$ cat config.mk
export PLATFORM = sky130hd
export DESIGN_NAME = sw_debounce_flat
export DESIGN_NICKNAME = d
export VERILOG_FILES = /design/src/rtl/sw_debounce_if.sv /design/src/rtl/sw_debounce.sv /design/src/flat_wrapper.sv
export SDC_FILE = /design/constraint.sdc
export NUM_CORES = 1
export LEC_CHECK = 0
export CAP_MARGIN = 20
export CELL_PAD_IN_SITES_DETAIL_PLACEMENT = 1
export CELL_PAD_IN_SITES_GLOBAL_PLACEMENT = 2
export CORE_MARGIN = 2
export CORE_UTILIZATION = 40
export CTS_CLUSTER_SIZE = 10
export DETAILED_ROUTE_END_ITERATION = 10
export PLACE_DENSITY = 0.88
export SLEW_MARGIN = 10
export SYNTH_ARGS = -nofsm -noshare
export SYNTH_HDL_FRONTEND = slang
export SYNTH_SLANG_ARGS = --single-unit
$ cat constraint.sdc
create_clock -name clk -period 3.8 [get_ports clk]
set_input_delay 0.76 -clock clk [delete_from_list [all_inputs] [get_ports clk]]
set_output_delay 0.76 -clock clk [all_outputs]
set_load 0.1 [all_outputs]
$ cat src/rtl/sw_debounce_if.sv
// Switch debounce bundle: raw switches in, debounced levels and edge
// pulses out.
interface sw_debounce_if #(
  parameter int WIDTH = 8
);
  logic [WIDTH-1:0] sw;
  logic [WIDTH-1:0] sw_db;
  logic [WIDTH-1:0] rise;
  logic [WIDTH-1:0] fall;
  logic             any_chg;
  logic [7:0]       chg_cnt;

  modport master (
    output sw,
    input  sw_db,
    input  rise,
    input  fall,
    input  any_chg,
    input  chg_cnt
  );

  modport slave (
    input  sw,
    output sw_db,
    output rise,
    output fall,
    output any_chg,
    output chg_cnt
  );
endinterface

$ cat src/rtl/sw_debounce.sv
// Two-flop synchroniser plus per-bit stability counter for slide switches,
// with registered rise/fall pulses and a wrapping change counter.
module sw_debounce #(
  parameter int WIDTH   = 8,
  parameter int CNT_MAX = 100000,
  parameter int CNT_W   = 17
) (
  input logic          clk,
  input logic          rst,
  sw_debounce_if.slave bus
);

  localparam logic [CNT_W-1:0] LAST = CNT_W'(CNT_MAX - 1);

  logic [WIDTH-1:0] s1_q, s2_q;
  logic [WIDTH-1:0] db_q, db_d;
  logic [WIDTH-1:0] rise_q, rise_d;
  logic [WIDTH-1:0] fall_q, fall_d;
  logic             any_q, any_d;
  logic [7:0]       chg_q, chg_d;
  logic [CNT_W-1:0] cnt_q [WIDTH];
  logic [CNT_W-1:0] cnt_d [WIDTH];

  always_comb begin
    db_d   = db_q;
    rise_d = '0;
    fall_d = '0;
    for (int i = 0; i < WIDTH; i++) begin
      cnt_d[i] = '0;
      if (s2_q[i] != db_q[i]) begin
        if (cnt_q[i] == LAST) begin
          db_d[i]   = s2_q[i];
          rise_d[i] = s2_q[i];
          fall_d[i] = ~s2_q[i];
        end else begin
          cnt_d[i] = cnt_q[i] + 1'b1;
        end
      end
    end
    // One increment per cycle, however many bits flipped together
    any_d = |(rise_d | fall_d);
    chg_d = chg_q + {7'd0, any_d};
  end

  always_ff @(posedge clk) begin
    if (rst) begin
      s1_q   <= '0;
      s2_q   <= '0;
      db_q   <= '0;
      rise_q <= '0;
      fall_q <= '0;
      any_q  <= 1'b0;
      chg_q  <= '0;
      for (int i = 0; i < WIDTH; i++)
        cnt_q[i] <= '0;
    end else begin
      s1_q   <= bus.sw;
      s2_q   <= s1_q;
      db_q   <= db_d;
      rise_q <= rise_d;
      fall_q <= fall_d;
      any_q  <= any_d;
      chg_q  <= chg_d;
      for (int i = 0; i < WIDTH; i++)
        cnt_q[i] <= cnt_d[i];
    end
  end

  assign bus.sw_db   = db_q;
  assign bus.rise    = rise_q;
  assign bus.fall    = fall_q;
  assign bus.any_chg = any_q;
  assign bus.chg_cnt = chg_q;

endmodule
$ cat src/flat_wrapper.sv
// flat-port wrapper written by rule: the top's interface ports become plain ports
module sw_debounce_flat 
#(
  parameter int WIDTH   = 8,
  parameter int CNT_MAX = 100000,
  parameter int CNT_W   = 17
)
  (clk, rst, bus_sw, bus_sw_db, bus_rise, bus_fall, bus_any_chg, bus_chg_cnt);
  sw_debounce_if #(.WIDTH(WIDTH)) bus_i ();
  input logic clk;
  input logic rst;
  input wire logic [$bits(bus_i.sw)-1:0] bus_sw;
  output wire logic [$bits(bus_i.sw_db)-1:0] bus_sw_db;
  output wire logic [$bits(bus_i.rise)-1:0] bus_rise;
  output wire logic [$bits(bus_i.fall)-1:0] bus_fall;
  output wire logic [$bits(bus_i.any_chg)-1:0] bus_any_chg;
  output wire logic [$bits(bus_i.chg_cnt)-1:0] bus_chg_cnt;
  assign bus_i.sw = bus_sw;
  assign bus_sw_db = bus_i.sw_db;
  assign bus_rise = bus_i.rise;
  assign bus_fall = bus_i.fall;
  assign bus_any_chg = bus_i.any_chg;
  assign bus_chg_cnt = bus_i.chg_cnt;
  sw_debounce #(.WIDTH(WIDTH), .CNT_MAX(CNT_MAX), .CNT_W(CNT_W)) u_core (.clk(clk), .rst(rst), .bus(bus_i));
endmodule
==> results of run 1 <==
-- routing by layer --
layer | vias to the layer above | routed length [um] | share of wire | track usage
met5 | - | 0 | 0 | 0
met1 | 2777 | 7510 | 0.47 | 0.212
li1 | 2865 | - | - | -
met2 | 62 | 7900 | 0.49 | 0.286
met3 | 17 | 529 | 0.033 | 0.0408
met4 | 0 | 194 | 0.012 | 0.0521
-- area by class of cell --
class / count / area (um2) / area share
clock buffers: 18 / 429 / 0.0491
repair buffers: 43 / 423 / 0.0484
well taps: 234 / 293 / 0.0335
inverters: 15 / 56.3 / 0.00645
flip-flops and latches: 185 / 3700 / 0.424
multi-input cells: 590 / 3650 / 0.419
clock inverters: 13 / 173 / 0.0198
-- cells in the final DEF (no fill, tap or decap), types with 16 or more instances in the layout --
cell type / Yosys / routed
a21oi_1: 16 / 16
and3_1: 25 / 25
clkbuf_16: 0 / 17
clkdlybuf4s50_1: 0 / 41
dfxtp_1: 185 / 185
nand2_1: 42 / 42
nand3_1: 45 / 45
nand4_1: 38 / 38
nor2_1: 149 / 149
nor2b_1: 21 / 21
nor3_1: 17 / 17
nor4b_1: 19 / 19
or3_1: 16 / 16
xnor2_1: 60 / 60
xor2_1: 59 / 59
-- per-stage QoR --
step | cell area, um2 | util | setup slack [ns] | hold WS, ns | power (uW)
floorplan | 7490 | - | 1.31 | 0.410 | 2030
global placement | 8130 | 0.439 | 1.33 | 0.422 | 2040
detailed placement | 8130 | 0.439 | 1.22 | 0.425 | 2050
CTS | 8730 | 0.472 | 0.951 | 0.441 | 3860
global route | 8730 | 0.472 | 0.931 | 0.468 | 3940
finish | 8730 | 0.472 | 0.981 | 0.443 | 3810
-- how the worst min path moves through the flow --
stage                                           endpoint  slack, ns
after floorplan           u_core.cnt_q[0][17]$_SDFF_PP0_       0.41
after global placement         u_core.s2_q[1]$_SDFF_PP0_       0.42
after detailed placement       u_core.s2_q[7]$_SDFF_PP0_       0.42
after CTS                      u_core.s2_q[7]$_SDFF_PP0_       0.44
after global routing           u_core.s2_q[1]$_SDFF_PP0_       0.47
final                     u_core.cnt_q[0][17]$_SDFF_PP0_       0.44
-- kinds of logic after synthesis --
kind of cell,share of synthesized area
flip-flops,0.494
XOR/XNOR,0.139
buffers and inverters,0.0179
AND/OR/NAND/NOR,0.299
AO/OA/AOI/OAI,0.0224
adder cells (fa/ha/maj),0.0167
multiplexers,0.0107
-- where the power goes --
| group | internal [uW] | switching [uW] |
|---|---|---|
| logic | 17.8 | 27.4 |
| registers | 1950 | 7.65 |
| clock network | 1040 | 769 |
-- flip-flops by register name, summed over array words and instances, names as in the netlist --
signal,count
u_core.bus.any_chg,1
u_core.bus.chg_cnt,8
u_core.bus.fall,8
u_core.bus.rise,8
u_core.bus.sw_db,8
u_core.cnt_q,136
u_core.s1_q,8
u_core.s2_q,8
-- synth_stat cells, types with 2 or more instances --
cell type,n
nor3_1,17
buf_2,2
o22ai_1,2
and4_1,11
xnor2_1,60
and4b_1,2
nor4_1,5
inv_1,15
a21oi_1,16
xor2_1,59
buf_1,3
and2_1,4
clkbuf_1,8
nand4b_1,2
or3_1,16
nor2_1,149
nand4_1,38
nor4bb_1,13
and3_1,25
nor2b_1,21
dfxtp_1,185
mux2i_1,8
ha_1,10
nand3_1,45
nor4b_1,19
nor3b_1,4
o21ai_0,15
nand2_1,42
==> results.json, run 1 <==
{
  "synth_edf_count": 0,
  "vias_per_cell": 5.21,
  "maxSlewViolCount": 0,
  "rows": 50,
  "cts_sinks": 185,
  "leakage_uw": 0.00282,
  "syn-instance-count": 805,
  "die_h_um": 141,
  "drive_gt1_frac": 0.0405,
  "maxCapViolations": 0,
  "drtIter0Drc": 236,
  "cts_tree": "yes",
  "period_needed_ns": 2.82,
  "synthTopCellsByArea": "dfxtp_1 (49%), nor2_1 (7.5%), xnor2_1 (7.0%)",
  "first_pass_iters": 4,
  "grt_util_all_layers": 0.168,
  "crit_path_cell_trace": "clkdlybuf4s50_1",
  "ant_nets": 0,
  "areaGrowthSynthToFinish_pct": 16.5,
  "hpwl_mm": 11.4,
  "wl_per_cell_um": 14.7,
  "hold_path_depth": 1,
  "hold_start": "u_core.cnt_q[0][17]$_SDFF_PP0_",
  "die_w_um": 141,
  "worst_pin_slew_ns": 1.01,
  "synthArstFlopShare": 0,
  "yosys.area.top_type_share": 0.494,
  "drc_errors": 0,
  "initial_utilization": 0.405,
  "clock_skew_ns": 0.0114,
  "h-tree-depth": 4,
  "critPathLaunchType": "flop",
  "worstPathMaxFanout": 5,
  "hold_class": "reg -> reg",
  "rr_endpoint": "u_core.bus.chg_cnt[7]$_SDFF_PP0_",
  "grt_pass1_vias": 5784,
  "status": "finished clean",
  "timing.slew.headroom": 0.326,
  "synth_area_per_cell_um2": 9.31,
  "worstSetupPathType": "reg -> out",
  "dp.cells": 1067,
  "fmax_ghz": 0.355,
  "netlist_area_um2": 7490,
  "grt.overflow.total": 0,
  "cts_max_path_buffers": 2,
  "crit_path_end": "bus_sw_db[3]",
  "worstSkewPairLatency_ns": 0.43,
  "grt_max_degree": 49,
  "ys_types": 37,
  "r2r_cells": 11,
  "path_clk_slew_ns": 0.07,
  "nets": 872,
  "synth_seq_cells": 185,
  "cts_root_buffer": "clkbuf_16",
  "dieArea_um2": 19800,
  "cp_slowest_cell": "clkdlybuf4s50_1",
  "cts_setup_buffers": 0,
  "totalWireLength_mm": 16.1,
  "cts_resized": 0,
  "n_fill_cell": 2127,
  "end_kind": "primary output",
  "antenna_found_initial": 0,
  "cp_slowest_stage_delay_ns": 1.18,
  "synth_warnings": 0,
  "diodes": 0,
  "cts_buffers": 17,
  "setup_viol": 0,
  "startpoint": "u_core.bus.sw_db[3]$_SDFFE_PP0P_",
  "cp_top_family": "buffers and inverters",
  "holdBufCountCts": 0,
  "ir_drop_mv": 0.320,
  "power_density_nw_per_um2": 436,
  "rsz0062_at_grt": "false",
  "path_buf_inv": 1,
  "hold_viol": 0,
  "critPathArrivalTime_ns": 2.06,
  "num_io_pins": 43,
  "synth-main-ff-cell": "dfxtp_1",
  "grt_pass1_wl_mm": 27.4,
  "required_ns": 3.04,
  "fin_cells": 1098,
  "r2r_setup_slack_ns": 1.24,
  "r2r_start": "u_core.cnt_q[0][102]$_SDFF_PP0_",
  "yosysTopAreaCell": "dfxtp_1",
  "vias": 5721,
  "place_congestion": 0.784,
  "timing.final.crit_share": 0.742,
  "yosysSeqAreaShare": 0.494,
  "fp.coreArea_um2": 18500,
  "portBuffers": 42,
  "critical_path_depth": 1,
  "synth_nets": 825,
  "setup-tns-final_ns": 0
}
Note: power is estimated with default switching activity, not from simulation.
==> run 2: changes to the inputs <==
- CORE_UTILIZATION: 40 -> 34
- PLACE_DENSITY: 0.88 -> 0.8
- clock period: 3.8 -> 2.3 ns (I/O delays scaled with it)
==> run 2 against run 1 <==
Total power increased by 62%. Non-clock buffer count increased by 78. Global-route usage decreased by 1.8 points. Utilization decreased by 4.3 points. Register-to-register slack got worse by 1.1 ns. Clock power increased by 58%. Clock skew about the same. First-iteration DRC count increased by 4.7%. Clock-buffer cell count unchanged. Sequential share of layout area decreased by 2.6 points. Critical endpoint is now u_core.bus.chg_cnt[7]$_SDFF_PP0_.
==> results.json, run 2 (synthesized netlist as in run 1, its figures left out) <==
{
  "hold_ws_ns": 0.438,
  "hold_class": "reg -> reg",
  "power_density_nw_per_um2": 662,
  "maxSlewViolCount": 0,
  "crit_path_cell_trace": "nor4bb_1 -> nand4_1 -> nor2_1 -> nor3_2 -> nand2_2 -> ha_2 -> and3_4 -> nand3_1 -> xor2_1 -> nor2_1",
  "cts_max_path_buffers": 2,
  "timing.final.crit_share": 0.935,
  "fmax_ghz": 0.465,
  "portBuffers": 42,
  "vias": 5896,
  "h-tree-depth": 4,
  "num_io_pins": 43,
  "cts_buffers": 17,
  "status": "finished clean",
  "worstSkewPairLatency_ns": 0.43,
  "p_int_uw": 4780,
  "setup_viol": 0,
  "cp_slowest_cell": "nor4bb_1",
  "n_fill_cell": 2556,
  "dieArea_um2": 23200,
  "rows": 54,
  "first_pass_iters": 4,
  "grt_pass1_vias": 5936,
  "fp.coreArea_um2": 21800,
  "maxCapViolations": 0,
  "largest_reg_flops": 136,
  "end_kind": "flop",
  "worstSetupPathType": "reg -> reg",
  "cts_sinks": 185,
  "ant_nets": 0,
  "hpwl_mm": 12.1,
  "p_switching_uw": 1400,
  "power_frac_comb": 0.016,
  "ir_drop_mv": 0.389,
  "multi_input_area_um2": 3720,
  "drc_errors": 0,
  "register_area_um2": 3710,
  "pwr-share-clk": 0.462,
  "areaGrowthSynthToFinish_pct": 24.6,
  "pwr-share-seq": 0.522,
  "clock_skew_ns": 0.0111,
  "period_needed_ns": 2.15,
  "leakage_uw": 0.00329,
  "finalPower_uw": 6180,
  "diodes": 0,
  "die_h_um": 152,
  "cp_top_family": "simple AND/OR/NAND/NOR gates",
  "required_ns": 2.62,
  "critPathLaunchType": "flop",
  "place_congestion": 0.750,
  "final_cell_mix": "dfxtp_1 (178), nor2_1 (148), buf_4 (112), xnor2_1 (60), xor2_1 (59)",
  "layout_setup_ws_ns": 0.150,
  "switching_share": 0.227,
  "grt.overflow.total": 0,
  "hold_viol": 0,
  "worstPathMaxFanout": 5,
  "worst_pin_slew_ns": 0.595,
  "layout_commonest_cell": "dfxtp_1",
  "top_register": "u_core.cnt_q",
  "antenna_found_initial": 0,
  "cts_tree": "yes",
  "totalWireLength_mm": 16.9,
  "cp_slowest_stage_delay_ns": 0.42,
  "place_ws_ns": 0.00543,
  "nets": 950,
  "path_buf_inv": 0,
  "holdBufCountCts": 0,
  "initial_utilization": 0.344,
  "grt_util_all_layers": 0.150,
  "rsz0062_at_grt": "false",
  "wl_per_cell_um": 13.8,
  "die_w_um": 152,
  "drtIter0Drc": 247,
  "cpMostUsedCell": "nor2_1",
  "setup-tns-final_ns": 0,
  "critPathArrivalTime_ns": 2.47,
  "drive_gt1_frac": 0.179,
  "vias_per_cell": 4.82,
  "path_clk_slew_ns": 0.07,
  "cts_root_buffer": "clkbuf_16",
  "timing.slew.headroom": 0.602,
  "grt_pass1_wl_mm": 28.8,
  "grt_max_degree": 20
}
run 2: cell count changes in the layout (fill, tap and decap cells not counted), sizes merged:
| cell | change |
|---|---|
| bufinv | -2 |
| inv | +4 |
| clkdlybuf4s50 | -33 |
| clkinv | +3 |
| clkinvlp | -4 |
| buf | +111 |
run 2: layout make-up:
cell class / instances / area share
tap: 280 / 0.0375
clock inverter: 14 / 0.0150
multi-input combinational: 590 / 0.399
timing repair buffer: 121 / 0.0992
clock buffer: 18 / 0.0460
sequential: 185 / 0.398
inverter: 15 / 0.00603
run 2: final timing paths:
path,startpoint,endpoint,slack (ns),cells after the start
max,u_core.cnt_q[0][43]$_SDFF_PP0_,u_core.bus.chg_cnt[7]$_SDFF_PP0_,0.15,10
min,u_core.s1_q[7]$_SDFF_PP0_,u_core.s2_q[7]$_SDFF_PP0_,0.44,1
max reg2reg,u_core.cnt_q[0][43]$_SDFF_PP0_,u_core.bus.chg_cnt[7]$_SDFF_PP0_,0.15,10
min reg2reg,u_core.s1_q[7]$_SDFF_PP0_,u_core.s2_q[7]$_SDFF_PP0_,0.44,1
run 2: per-layer routing:
layer,part of all wire,vias to the layer above,GRT usage
li1,-,3028,-
met1,0.50,2806,0.194
met2,0.47,49,0.249
met3,0.028,13,0.0375
met4,0.0094,0,0.0437
met5,0,-,0
run 2: what timing repair did:
| action | 4_1_cts | 5_1_grt |
|---|---|---|
| resized for setup | 1 | 15 |
| setup buffers | 0 | 1 |
| setup endpoints to repair | 3 | 6 |
| pin swaps | 0 | 4 |
run 2: metrics by stage:
stage               std cells  utilization  area (um2)
floorplan                 805            -        7500
global placement         1190        0.400        8690
detailed placement       1190        0.400        8690
CTS                      1222        0.426        9270
global route             1223        0.429        9330
finish                   1223        0.429        9330
run 2: worst reg2reg max path, cell delays in order, from the launching register on:
cell	delay, ns
dfxtp_1	0.37
nor4bb_1	0.42
nand4_1	0.19
nor2_1	0.21
nor3_2	0.10
nand2_2	0.09
ha_2	0.18
and3_4	0.19
nand3_1	0.09
xor2_1	0.14
nor2_1	0.05
run 2: power groups by stage:
stage	clock (uW)	combinational (uW)	sequential (uW)
finish	2860	95.9	3230
global route	3090	107	3230
CTS	2950	97.1	3230
detailed placement	0	96.5	3300
global placement	0	96.2	3300
floorplan	0	49.9	3300
